**config.mk**
```make
export PLATFORM = sky130hd
export DESIGN_NAME = regfile_wb_arbiter
export DESIGN_NICKNAME = d
export VERILOG_FILES = /design/src/rtl/regfile_pkg.sv /design/src/rtl/rr_arbiter.sv /design/src/rtl/regfile_wb_arbiter.sv
export SDC_FILE = /design/constraint.sdc
export NUM_CORES = 1
export LEC_CHECK = 0
export BUFFER_PORTS_ARGS = -buffer_cell sky130_fd_sc_hd__buf_2
export CORE_ASPECT_RATIO = 1.2
export CORE_MARGIN = 3
export CORE_UTILIZATION = 44
export DETAILED_ROUTE_END_ITERATION = 8
export GPL_TIMING_DRIVEN = 0
export HOLD_SLACK_MARGIN = 0.05
export PLACE_DENSITY = 0.81
export SLEW_MARGIN = 0
export SYNTH_ARGS = -nofsm -noshare
export SYNTH_HDL_FRONTEND = slang
export SYNTH_SLANG_ARGS = --single-unit
```
**constraint.sdc**
```tcl
create_clock -name clk -period 2.4 [get_ports clk]
set_clock_uncertainty 0.05 [all_clocks]
set_input_delay 0 -clock clk [delete_from_list [all_inputs] [get_ports clk]]
set_output_delay 0 -clock clk [all_outputs]
set_load 0.05 [all_outputs]
```
**src/rtl/regfile_pkg.sv**
```systemverilog
// Shared constants for the register-file writeback path: default widths and
// the fixed requester slots feeding the writeback arbiter.
package regfile_pkg;

  localparam int B_DEFAULT = 32;
  localparam int W_DEFAULT = 5;
  localparam int N_DEFAULT = 3;

  localparam int REQ_ALU    = 0;
  localparam int REQ_LOAD   = 1;
  localparam int REQ_MULDIV = 2;

endpackage

```
**src/rtl/rr_arbiter.sv**
```systemverilog
// Round-robin arbiter: the search starts one past the last granted requester.
// The pointer moves only when the grant is actually taken.
module rr_arbiter #(
  parameter int N = 3
) (
  input  logic         clk,
  input  logic         rst_n,
  input  logic [N-1:0] req,
  input  logic         advance,
  input  logic         stall,
  output logic [N-1:0] grant
);

  localparam int LW = (N > 1) ? $clog2(N) : 1;

  logic [LW-1:0] last_grant;
  logic [LW-1:0] grant_idx;
  logic          found;

  // Unroll over every pointer value so that all request indices are constants.
  always_comb begin
    grant = '0;
    found = 1'b0;
    for (int l = 0; l < N; l++) begin
      if (last_grant == LW'(l)) begin
        for (int k = 1; k <= N; k++) begin
          if (!found && req[(l + k) % N]) begin
            grant[(l + k) % N] = 1'b1;
            found              = 1'b1;
          end
        end
      end
    end
    if (stall) grant = '0;
  end

  always_comb begin
    grant_idx = last_grant;
    for (int i = 0; i < N; i++) begin
      if (grant[i]) grant_idx = LW'(i);
    end
  end

  always_ff @(posedge clk or negedge rst_n) begin
    if (!rst_n) begin
      last_grant <= LW'(N - 1);
    end else if (advance) begin
      last_grant <= grant_idx;
    end
  end

endmodule

```
**src/rtl/regfile_wb_arbiter.sv**
```systemverilog
// Writeback arbiter for the register file: picks one requester per cycle,
// registers the write, and tracks outstanding destinations in a busy scoreboard.
module regfile_wb_arbiter
  import regfile_pkg::*;
#(
  parameter int B = B_DEFAULT,
  parameter int W = W_DEFAULT,
  parameter int N = N_DEFAULT
) (
  input  logic            clk,
  input  logic            rst_n,
  input  logic [N-1:0]    req_valid,
  input  logic [N*W-1:0]  req_addr,
  input  logic [N*B-1:0]  req_data,
  output logic [N-1:0]    req_ready,
  input  logic            wb_stall,
  input  logic            iss_valid,
  input  logic [W-1:0]    iss_addr,
  output logic            wr_en,
  output logic [W-1:0]    w_addr,
  output logic [B-1:0]    w_data,
  output logic [2**W-1:0] busy
);

  // Handshake: requester i transfers on an edge where req_valid[i] && req_ready[i];
  // it holds valid, addr and data stable until then. req_ready depends on
  // req_valid, never the reverse.
  logic [N-1:0]    grant;
  logic            hs;
  logic [W-1:0]    sel_addr;
  logic [B-1:0]    sel_data;
  logic [2**W-1:0] busy_next;

  rr_arbiter #(
    .N(N)
  ) u_arb (
    .clk     (clk),
    .rst_n   (rst_n),
    .req     (req_valid),
    .advance (hs),
    .stall   (wb_stall | ~rst_n),
    .grant   (grant)
  );

  assign req_ready = grant;
  assign hs        = |(req_valid & grant);

  always_comb begin
    sel_addr = '0;
    sel_data = '0;
    for (int i = 0; i < N; i++) begin
      if (grant[i]) begin
        sel_addr = req_addr[i*W +: W];
        sel_data = req_data[i*B +: B];
      end
    end
  end

  // Address 0 is a sink: the request is consumed but nothing is written.
  always_ff @(posedge clk or negedge rst_n) begin
    if (!rst_n) begin
      wr_en  <= 1'b0;
      w_addr <= '0;
      w_data <= '0;
    end else begin
      wr_en <= hs && (sel_addr != '0);
      if (hs && (sel_addr != '0)) begin
        w_addr <= sel_addr;
        w_data <= sel_data;
      end
    end
  end

  // Set is applied after clear so a new issue to the same register wins.
  always_comb begin
    busy_next = busy;
    if (wr_en) busy_next[w_addr] = 1'b0;
    if (iss_valid && (iss_addr != '0)) busy_next[iss_addr] = 1'b1;
    busy_next[0] = 1'b0;
  end

  always_ff @(posedge clk or negedge rst_n) begin
    if (!rst_n) begin
      busy <= '0;
    end else begin
      busy <= busy_next;
    end
  end

endmodule
```
Word level (Yosys, flattened, before mapping)

Index checks and enable logic that the tools add are counted.

Logic and storage cells: 86
Bits in latches: 0
Register bits after elaboration: 71
Memories kept: 0
Bits in read-only memories: 0
Memory bits (writable): 0
Output and inout bits: 73
Bits of input ports: 123

Reduce and logical (&&, ||, !) cells: 26
Shift-type cells: 0
$mul: 0
Mux-type cells: 43
Bitwise operators: 6
Add/subtract/negate cells: 0
Magnitude comparators: 4
Div/mod/pow operators: 0
Equal/unequal tests: 2

Operator list:

| operator                                                                             | number |
|---|---|
| 32-bit 2-to-1 mux                                                                    | 5 |
| 32-bit bitwise AND                                                                   | 1 |
| 32-bit inverter                                                                      | 1 |
| 32-bit bitwise OR                                                                    | 1 |
| 1-bit 2-to-1 mux                                                                     | 26 |
| 5-bit 2-to-1 mux                                                                     | 3 |
| 1-bit logical AND                                                                    | 12 |
| 5-bit by 6-bit < comparator with 1-bit output (second input constant)                | 2 |
| 3-bit 2-to-1 mux                                                                     | 4 |
| 1-bit demux with 5-bit select                                                        | 2 |
| 5-bit by 1-bit greater-or-equal comparator with 1-bit output (second input constant) | 2 |
| 5-bit nonzero test                                                                   | 2 |
| 1-bit logical NOT                                                                    | 8 |
| 2-bit 2-to-1 mux                                                                     | 3 |
| 3-bit bitwise AND                                                                    | 1 |
| 3-bit nonzero test                                                                   | 1 |
| 3-bit OR reduction                                                                   | 1 |
| 2-bit by 1-bit == test with 1-bit output (second input constant)                     | 1 |
| 2-bit == test (second input constant)                                                | 1 |
| 2-bit logical NOT                                                                    | 1 |
| 2-bit AND reduction                                                                  | 1 |
| 1-bit inverter                                                                       | 1 |
| 1-bit bitwise OR                                                                     | 1 |

Logic depth before layout (Yosys ltp)

Depth after elaboration: 40
Gate-level depth with buffers: 9
Depth with buffers taken out: 6

Cells and area by module

From an unflattened synthesis, not the netlist that was laid out.

Cell total of the unflattened synthesis: 369
Area, all modules: 3636.0 um2

By module, submodules not included:

| module             | times used | cells an instance | area an instance (um2) |
|---|---|---|---|
| regfile_wb_arbiter | 1          | 347               | 3457.1 |
| rr_arbiter         | 1          | 22                | 178.9 |

Least setup slack after synthesis

OpenSTA, ideal clock, no wires.

Path type: register to register
Start: register u_arb.last_grant[1]
End: register w_data[10]
Arrival time: 2.005 ns
Required time: 2.214 ns
Library setup time: 0.136 ns
Slack: 0.209 ns
Path buffers: 2
Cell stages (with the launch flop): 9
Path through: dfstp_2 > o31a_1 > and4bb_4 > a22o_1 > a2111oi_2 > nand4bb_1 > buf_6 > buf_6 > mux2i_1

Cells in the longest elaborated chain, start to end: 30
Elaborated cells between the ends (all ways): 46
Those cells by class: eq/ne (2); mux (27); bitwise (1); reduce/logical (16)

Ends and longest elaborated chain:

| what                                                     | line                                               | text |
|---|---|---|
| start: declaration                                       | rr_arbiter.sv:16                                   | `logic [LW-1:0] last_grant;` |
| start signal: assignment                                 | rr_arbiter.sv:46                                   | `last_grant <= LW'(N - 1);` |
| start signal: assignment                                 | rr_arbiter.sv:48                                   | `last_grant <= grant_idx;` |
| 2-bit logical NOT                                        | rr_arbiter.sv:25                                   | `if (last_grant == LW'(l)) begin` |
| 1-bit 2-to-1 mux                                         | rr_arbiter.sv:25                                   |  |
| 1-bit logical NOT                                        | rr_arbiter.sv:27                                   | `if (!found && req[(l + k) % N]) begin` |
| 1-bit logical AND                                        | rr_arbiter.sv:27                                   |  |
| 1-bit 2-to-1 mux                                         | rr_arbiter.sv:27                                   |  |
| 1-bit 2-to-1 mux                                         | rr_arbiter.sv:25                                   |  |
| 1-bit logical NOT                                        | rr_arbiter.sv:27                                   |  |
| 1-bit logical AND                                        | rr_arbiter.sv:27                                   |  |
| [... 14 more ...]                                        | --                                                 |  |
| 1-bit logical NOT                                        | rr_arbiter.sv:27                                   |  |
| 1-bit logical AND                                        | rr_arbiter.sv:27                                   |  |
| 1-bit 2-to-1 mux                                         | rr_arbiter.sv:27                                   |  |
| 3-bit 2-to-1 mux (*)                                     | rr_arbiter.sv:25                                   |  |
| 3-bit 2-to-1 mux (*)                                     | rr_arbiter.sv:34                                   | `if (stall) grant = '0;` |
| 5-bit 2-to-1 mux or 3-bit bitwise AND (tied branches)    | regfile_wb_arbiter.sv:52, regfile_wb_arbiter.sv:46 |  |
| 5-bit nonzero test or 3-bit OR reduction (tied branches) | regfile_wb_arbiter.sv:67, regfile_wb_arbiter.sv:46 |  |
| 1-bit logical AND                                        | regfile_wb_arbiter.sv:67                           | `if (hs && (sel_addr != '0)) begin` |
| end signal: assignment                                   | regfile_wb_arbiter.sv:69                           | `w_data <= sel_data;` |
| end: declaration                                         | regfile_wb_arbiter.sv:21                           | `output logic [B-1:0] w_data,` |

Mark *: on every way between the ends. The rest lies on a longest branch, timed or not. The select of a mux whose other input is x is not followed.
A chain may end at the register's enable or synchronous reset.

Worst setup path after layout

Start: register u_arb.last_grant[0]
End: register w_data[8]

The elaborated chain is that of the path after synthesis.

==> flow_summary.yaml <==
run_status:
  outcome: "complete, but fails checks"
  violations: "hold timing, setup timing"
hold_path:
  worst_hold_path_type: "in2async"
worst_setup_path:
  start_kind: "register"
  reg2reg_to: "w_data[8]"
  max_stage_delay_ns: 0.46
  slack_of_the_worst_reg_to_reg_path_ns: -0.36
  path_buf_inv: 3
  cp_cell_sequence: "nor2b_1, and4bb_4, a22o_1, a2111oi_2, nand4bb_1, buf_4, buf_6, buf_12, mux2i_2"
  timing.setup.critical_path_class: "reg2reg"
  cp_data_arrival_time_ns: 2.95
  required_time_of_the_critical_path_ns: 2.59
  crit_path_top_delay_cell: "dfrtp_1"
  cpLargestDelayFamily: "simple AND/OR/NAND/NOR gates"
  critPathCaptureType: "register"
  worst_r2r_startpoint: "u_arb.last_grant[0]"
  timing.critical_path.fanout_max: 5
  r2r_cells: 9
sta:
  grt_setup_unrepaired: "true"
  tightest_slew_ns: 0.684
  fmaxAchievable_ghz: 0.362
  maxSlewViolCount: 0
  setup_viol_count_final: 39
  final.hold.worst_slack_ns: -0.405
  final.min_clock_period_ns: 2.76
  post-route-worst-setup-slack_ns: -0.360
  timing.max_slew.rel_slack: 0.544
  finalCritPeriodShare: 1.15
  timing.final.hold_violations: 71
synth:
  synth_top_flop_cell: "dfrtp_1"
  synth_warn: 0
  syn_inst: 314
  synth-edff-count: 0
  async_flop_share: 1.00
  syn-num-nets: 437
  synth-seq-cells: 71
  synth_area_um2: 3370
  yosysSeqAreaShare: 0.528
  synth.avg_cell_area_um2: 10.7
  synthDistinctLibCells: 36
floorplan:
  floorplan.initialDensity: 0.457
  die_height_um: 102
  dieArea_um2: 8740
  floorplan.die.width_um: 85.8
  ios: 196
  number_of_rows_created_at_floorplan: 34
  coreArea_um2: 7360
route:
  remaining_drc_errors: 0
  route.detailed.vias_per_inst: 6.15
  route.antenna.remaining_nets: 0
  vias: 4565
  detail_route.iter0.violations: 556
  detail_route.wirelength_um: 17600
  wl_per_cell_um: 23.7
  drt_pre_antenna_iters: 8
global_routing:
  overflow: 0
  wire_length_of_the_first_global_routing_pass_um: 23700
  first_global_vias: 4569
  grt_max_degree: 73
  antenna_found_initial: 1
  gr-usage-all-layers: 0.356
clock_tree:
  cts.path.max_buffers: 2
  cts_sinks: 71
  cts_hold_buf: 114
  cts_max_level: 3
  ctsRootBufferMaster: "clkbuf_8"
  tritoncts: "built"
  clk_transition_reported_paths_ns: 0.10
  cts_inserted_buffers: 9
  clk_latency_ns: 0.35
place:
  dp_hpwl_um: 8420
  detailed_place.area_um2: 4450
  port-buffer-count: 194
  post-place-cells: 598
  post-place-ws_ns: -0.471
  gp_congestion: 0.914
power_and_ir_drop:
  power-per-cell-area_nw_per_um2: 1130
  power.static_leakage_nw: 2.83
  max-vdd-ir-drop_uv: 971
  finalPower_mw: 6.81
cells_and_area:
  nets: 768
  commonest_cells_after_routing_fill_and_taps_aside: "buf_2, dlygate4sd3_1, dfrtp_1"
  final_layout_size_suffix_gt1_frac: 0.376
  syn2layout_area_growth_pct: 78.4
  finalNonFillerCells: 742
  leading_cell_type_in_the_layout_fill_and_taps_excluded: "buf_2"
  stdcell_area_um2: 6000
run:
  timing.max_cap.violations: 0
## layout make-up
class                      count  area, um^2
antenna                        3        7.51
buffer                        19         139
clock buffer                  11         141
clock inverter                 4        70.1
fill                         388        1360
inverter                      37         139
multi-input combinational    187        1370
sequential                    71        1780
tap                           90         113
timing repair buffer         320        2250
## worst max-delay path by stage
stage	startpoint	to	slack [ns]	cells after the start
after global placement	rst_n	w_data[21]	-0.89	10
after global routing	u_arb.last_grant[0]	w_data[8]	-0.51	10
after detailed placement	rst_n	w_data[13]	-0.47	10
final	u_arb.last_grant[0]	w_data[8]	-0.36	9
after CTS	u_arb.last_grant[1]	w_data[13]	0.0007	9
after floorplan	u_arb.last_grant[1]	w_data[10]	0.21	8
## where the power goes
part	switching (mW)	internal [mW]	total, mW
registers	0.341	1.64	1.98
logic	2.65	1.10	3.76
clock network	0.467	0.606	1.07
total	3.46	3.35	6.81
## layer usage
layer,global-route usage,wire length (um),vias to the layer above
met5,0,0,-
met4,0.218,1230,0
met3,0.0847,2160,118
met2,0.578,8030,450
met1,0.429,6160,2143
li1,-,-,1854
## per-stage QoR
step	TNS (ns)	util
6_report	-8.47	0.816
5_1_grt	-14.25	0.815
4_1_cts	0	0.791
3_5_place_dp	-13.74	0.605
3_3_place_gp	-33.69	0.605
2_1_floorplan	0	-
## synth_stat cells, types with 2 or more instances
master    count  area (um^2)
a22o_1        3         26.3
nand3_1      14         70.1
or3b_2        2         17.5
a21oi_1       5         25.0
a21o_1        2         15.0
buf_4         2         15.0
and2_1        2         12.5
inv_1        37          139
mux2i_1      32          320
dfrtp_1      70         1750
nor2b_1       2         12.5
nand3b_1      5         37.5
nor2_1        4         15.0
buf_6         3         33.8
clkbuf_1     13         48.8
o21ai_0      66          330
a222oi_1     32          320
nand2_1       2         7.51
## what timing repair did
action | CTS | global route
pin swaps | 0 | 4
gates cloned | 0 | 3
gates resized for setup | 7 | 26
buffers inserted | 0 | 9
endpoints found under the hold margin | 130 | 70
setup endpoints to repair | 26 | 40
## registers in the layout (all words and copies together) (netlist names)
signal            count
u_arb.last_grant      2
wr_en                 1
w_addr                5
w_data               32
busy                 31
## worst register-to-register path, stage by stage (launching register included)
cell and delay (ns):
dfrtp_1 0.46, nor2b_1 0.26, and4bb_4 0.31, a22o_1 0.23
a2111oi_2 0.41, nand4bb_1 0.18, buf_4 0.19, buf_6 0.15
buf_12 0.15, mux2i_2 0.27
## kinds of logic after synthesis
family / after synthesis / share of synthesized area
DFF: 71 / 0.528
and+or+nand+nor: 38 / 0.0684
buffers and inverters: 56 / 0.0717
other: 1 / 0.00111
AOI/OAI and AO/OA: 116 / 0.235
muxes: 32 / 0.0952
Note: power is estimated with default switching activity, not from simulation.
